`config.mk`:
```
export PLATFORM = sky130hd
export DESIGN_NAME = shifter
export DESIGN_NICKNAME = d
export VERILOG_FILES = /design/src/rtl/shifter_pkg.sv /design/src/rtl/shifter_cell.sv /design/src/rtl/shifter.sv
export SDC_FILE = /design/constraint.sdc
export NUM_CORES = 1
export LEC_CHECK = 0
export CAP_MARGIN = 40
export CORE_AREA = 4 4 41 43
export CTS_CLUSTER_DIAMETER = 40
export DETAILED_ROUTE_END_ITERATION = 8
export DIE_AREA = 0 0 45 47
export DONT_BUFFER_PORTS = 1
export PLACE_DENSITY_LB_ADDON = 0.12
export SETUP_SLACK_MARGIN = 0.15
export SLEW_MARGIN = 20
export SYNTH_ARGS = -nofsm -noshare
export SYNTH_HDL_FRONTEND = slang
export SYNTH_SLANG_ARGS = --single-unit
```
`constraint.sdc`:
```
create_clock -name clk -period 1.3 [get_ports clk]
set_input_delay 0.26 -clock clk [delete_from_list [all_inputs] [get_ports clk]]
set_output_delay 0.26 -clock clk [all_outputs]
set_load 0.1 [all_outputs]
```
`src/rtl/shifter_pkg.sv`:
```
// shifter_pkg: mode encodings shared by the shift register and its cells
package shifter_pkg;
  localparam logic [1:0] MODE_HOLD = 2'd0;
  localparam logic [1:0] MODE_SHR  = 2'd1;
  localparam logic [1:0] MODE_SHL  = 2'd2;
  localparam logic [1:0] MODE_LOAD = 2'd3;
endpackage

```
`src/rtl/shifter_cell.sv`:
```
// shifter_cell: one register bit with a hold/shift-right/shift-left/load next-state mux
module shifter_cell
  import shifter_pkg::*;
(
  input  logic       clk,
  input  logic       clr,
  input  logic [1:0] s,
  input  logic       lft,
  input  logic       rgt,
  input  logic       ld,
  output logic       q
);
  // clear wins; an unknown mode falls through to hold
  always_ff @(posedge clk) begin
    if (clr) q <= 1'b0;
    else
      case (s)
        MODE_HOLD: q <= q;
        MODE_SHR:  q <= lft;
        MODE_SHL:  q <= rgt;
        MODE_LOAD: q <= ld;
        default:   q <= q;
      endcase
  end
endmodule

```
`src/rtl/shifter.sv`:
```
// shifter: 74194-style universal shift register built from per-bit cells
module shifter
  import shifter_pkg::*;
#(
  parameter int bit_width = 8
) (
  input  logic                 clk,
  input  logic                 clr,
  input  logic [bit_width-1:0] din,
  input  logic [1:0]           s,
  input  logic                 srsi,
  input  logic                 slsi,
  output logic [bit_width-1:0] dout
);
  logic [bit_width-1:0] lft, rgt;
  assign lft = {srsi, dout[bit_width-1:1]};
  assign rgt = {dout[bit_width-2:0], slsi};
  for (genvar i = 0; i < bit_width; i++) begin : g_cell
    shifter_cell u_cell (
      .clk(clk),
      .clr(clr),
      .s(s),
      .lft(lft[i]),
      .rgt(rgt[i]),
      .ld(din[i]),
      .q(dout[i])
    );
  end
endmodule

```
# After elaboration in Yosys (flattened, before gate mapping)
# Cells that the tools add are included.
totals:
  regBits: 8
  word_cells: 20
  output_inout_bits: 8
classes:
  reduce_logical: 1
  n_mux: 8
  n_eq_ne: 3
ops:
  columns: ["op", "count"]
  rows:
  - ["$pmux W1 S3", 8]
  - ["$eq A2 B2 Y1 const B", 2]
  - ["$eq A2 B1 Y1 const B", 1]
  - ["$logic_not A2 Y1", 1]

# Depth between registers and ports, before layout
depth:
  depth_word: 2
  ltp_mapped: 4

# Cells and area by module
# From an unflattened synthesis, not the netlist that was laid out.
hier_totals:
  cells_unflattened: 24
  hier_area_um2: 450.4
by_module_without_submodules:
  columns: ["mod", "instances", "cells_each", "seq_area_each_um2", "area_per_inst_um2"]
  rows:
  - ["shifter_cell", 8, 3, 20.0, 56.3]

# Worst setup path after synthesis
# OpenSTA, ideal clock, no wires.
synth_timing:
  kind: "input port to flip-flop"
  start: "input port s[0]"
  end: "register g_cell[0].u_cell.q"
  required_time_ns: 1.170
  stages: 4
  path_buffers: 2
  slack_ns: 0.406
  t_arrival_ns: 0.764
  cell_sequence: "buf_6 buf_12 mux2i_1 o22ai_1"
synth_between:
  elab_chain_len: 2
  word_cells_on_any_way: 5
  cone_classes: "eq/ne: 3; mux: 1; reduce/logical: 1"
synth_lines:
  columns: ["element", "line_no", "rtl"]
  rows:
  - ["start, declared", "shifter.sv:10", "input logic [1:0] s,"]
  - ["$eq A2 B2 Y1 / $eq A2 B1 Y1 (equally long branches)", "shifter_cell.sv:17", "case (s)"]
  - ["$pmux W1 S3", "shifter_cell.sv:17", null]
  - ["end signal, assigned", "shifter_cell.sv:18", "MODE_HOLD: q <= q;"]
  - ["end signal, assigned", "shifter_cell.sv:19", "MODE_SHR: q <= lft;"]
  - ["end signal, assigned", "shifter_cell.sv:20", "MODE_SHL: q <= rgt;"]
  - ["end, declared", "shifter_cell.sv:11", "output logic q"]
# Parallel ways exist; a longest one is shown, timed or not.
# A chain may end at the register's enable or synchronous reset.

# Worst setup path in the final report
layout_timing:
  start: "register g_cell[0].u_cell.q"
  end: "output port dout[0]"
layout_rtl:
  columns: ["element", "line_no", "rtl"]
  rows:
  - ["end, declared", "shifter.sv:13", "output logic [bit_width-1:0] dout"]
# No word-level cell between the ends.

==> results.toml <==
[critical_path]
end_kind = "output pin"
r2r-start = "g_cell[0].u_cell.q$_SDFFE_PP0P_"
cp_slowest_stage_delay_ns = 0.41
crit_type = "flip-flop to output pin"
required_ns = 1.04
cp-start-kind = "flip-flop"
crit_family = "flip-flops"
crit_chain = "buf_12"
arrival_ns = 0.86
cp-startpoint = "g_cell[0].u_cell.q$_SDFFE_PP0P_"
path_max_fanout = 3
cp_num_buf_inv = 1
slowest_stage = "dfxtp_1"

[final_layout]
largest_register_ffs = 8
drive_gt1_share_pct = 37.78
fin_nets = 61
multi_input_area_um2 = 222.7
seqCellArea_um2 = 167.7
diodes = 0
reg.largest.list = "g_cell.u_cell.q: 8 flops"
synthToLayoutAreaGrowth_pct = 21.04
top_register = "g_cell.u_cell.q"
fillers = 134

[worst_hold_path]
hp-start = "slsi"
min_path_type = "input port to flip-flop"

[yosys]
synth-warning-count = 0
avgSynthCellArea_um2 = 10.47
synth_fp_nets = 60
ys_seq_elements = 8
synthCells = 46
syn-cell-area_um2 = 481.7
yosysSeqAreaShare_pct = 33.25
synthDistinctLibCells = 10

[die]
dieArea_um2 = 2115
start_util_pct = 37.02
rows = 13
die_x_um = 45
die_y_um = 47
design.core.area_um2 = 1301
pin_count = 22

[clock_network]
insertion_delay_ns = 0.26
clk_path_buf_depth = 2
cts.sinks = 8
cts_root_buf = "clkbuf_4"
cts_tree = "done"
cts_buffers = 3
post-cts-setup-buffers = 0
clkTransAtPathRegs_ns = 0.06
cts_max_level = 1
ctsHoldBuffers = 0

[global_routing]
grt_pass1_wl_um = 1283
grt_pass1_vias = 303
grt_overflow = 0
antenna_found_initial = 0
grt.total_usage_pct = 8.875
grt_start_max_net_pins = 17

[sta]
finalHoldViolations = 0
finalSetupViolations = 0
fin_crit_ns = 1.124
max_freq_mhz = 889.3
fin_crit_sh_pct = 86.49
fin_skew_ns = 0.005117
finalSetupTns_ns = 0
rsz0062_at_grt = "yes"
worst_pin_slew_ns = 0.3201
slew_viol_final = 0
whs_ns = 0.2006
slew_headroom_pct = 78.66

[route]
wire_per_inst_um = 15.15
drt_first_pass_iters = 2
antenna_left = 0
num_vias = 327
drc = 0
drt_wl_total_um = 909
drt_iter0_drc = 7
viasPerCell = 5.450

[pwr]
clkPwrFrac_pct = 28.0
p_sw_share_pct = 34.73
combinationalPowerShare_pct = 30.9
p_int_uw = 449.8
switchingPower_uw = 239.3
cellLeakagePower_uw = 0.0002471
p_per_area_nw_per_um2 = 1182
p_seq_share_pct = 41.1
peakVddDrop_mv = 0.5818

[place]
gp_congestion = 0.6821
portBuffers = 0
place_hpwl_um = 659.1

[outcome]
outcome = "completed"

[flow_run]
maxCapViolCount = 0
worst paths after layout:
check	endpoint	cells after the start	slack (ns)
worst max-delay path	dout[0]	1	0.18
worst min-delay path	g_cell[0].u_cell.q$_SDFFE_PP0P_	2	0.20
worst max register to register	g_cell[1].u_cell.q$_SDFFE_PP0P_	2	0.59
worst min register to register	g_cell[7].u_cell.q$_SDFFE_PP0P_	2	0.59
worst reg2reg max path, stage by stage, from the launching register on:
cell and delay [ns]:
dfxtp_1 0.35, mux2i_1 0.14, o22ai_1 0.09
cell usage after synthesis:
library cell / count / area, µm²
mux2i_1: 16 / 160.2
buf_4: 8 / 60.06
dfxtp_1: 8 / 160.2
o22ai_1: 8 / 50.05
buf_1: 1 / 3.750
buf_12: 1 / 20.02
buf_6: 1 / 11.26
clkbuf_1: 1 / 3.750
nand2b_1: 1 / 6.260
or2_1: 1 / 6.260
layout make-up:
| class | count | area share, % |
|---|---|---|
| sequential | 8 | 28.76 |
| clock buffer | 3 | 3.863 |
| timing repair buffer | 8 | 25.97 |
| tap | 15 | 3.219 |
| multi-input combinational | 26 | 38.20 |
kinds of logic (layout without fill, tap and decap cells):
| family | Yosys count | in the layout | synth area share [%] |
|---|---|---|---|
| multiplexers | 16 | 16 | 33.25 |
| AO/OA/AOI/OAI | 8 | 8 | 10.39 |
| flip-flops | 8 | 8 | 33.25 |
| buffers and inverters | 12 | 11 | 20.52 |
| AND/OR/NAND/NOR | 2 | 2 | 2.599 |
power groups by stage:
| stage | clock network [µW] | logic [µW] | registers (µW) |
|---|---|---|---|
| floorplan | 0 | 194 | 275 |
| finish | 193 | 213 | 283 |
| CTS | 195 | 209 | 281 |
| detailed placement | 0 | 206 | 285 |
| global route | 204 | 220 | 286 |
| global placement | 0 | 205 | 283 |
routing by layer:
layer  GRT usage [%]  wire length, µm  vias to the layer above
met1           9.633              379                      150
met2           12.99              406                       15
li1                -                -                      157
met4           8.772               31                        0
met3           3.448               92                        5
met5               0                0                        -
placed cells by master (no fill, tap or decap), drive strengths merged:
master | netlist | layout
buf | 11 | 8
or2 | 1 | 1
clkbuf | 1 | 3
dfxtp | 8 | 8
o22ai | 8 | 8
mux2i | 16 | 16
nand2b | 1 | 1
timing repair:
item                                    4_1_cts  5_1_grt
pin swaps                                     0        0
endpoints found under the setup margin        3        6
endpoints found under the hold margin         0        0
resized for setup                             3        7
metrics by stage:
| stage | setup WS [ns] | area, µm² | power [µW] | std cells | utilization (%) |
|---|---|---|---|---|---|
| finish | 0.1756 | 583.1 | 689.1 | 60 | 44.81 |
| global route | 0.1242 | 583.1 | 710.0 | 60 | 44.81 |
| CTS | 0.1503 | 568.0 | 685.5 | 60 | 43.65 |
| detailed placement | 0.3907 | 536.8 | 490.9 | 57 | 41.25 |
| global placement | 0.4233 | 536.8 | 488.0 | 57 | 41.25 |
| floorplan | 0.4060 | 481.7 | 469.1 | 46 | - |
Note: power is estimated with default switching activity, not from simulation.
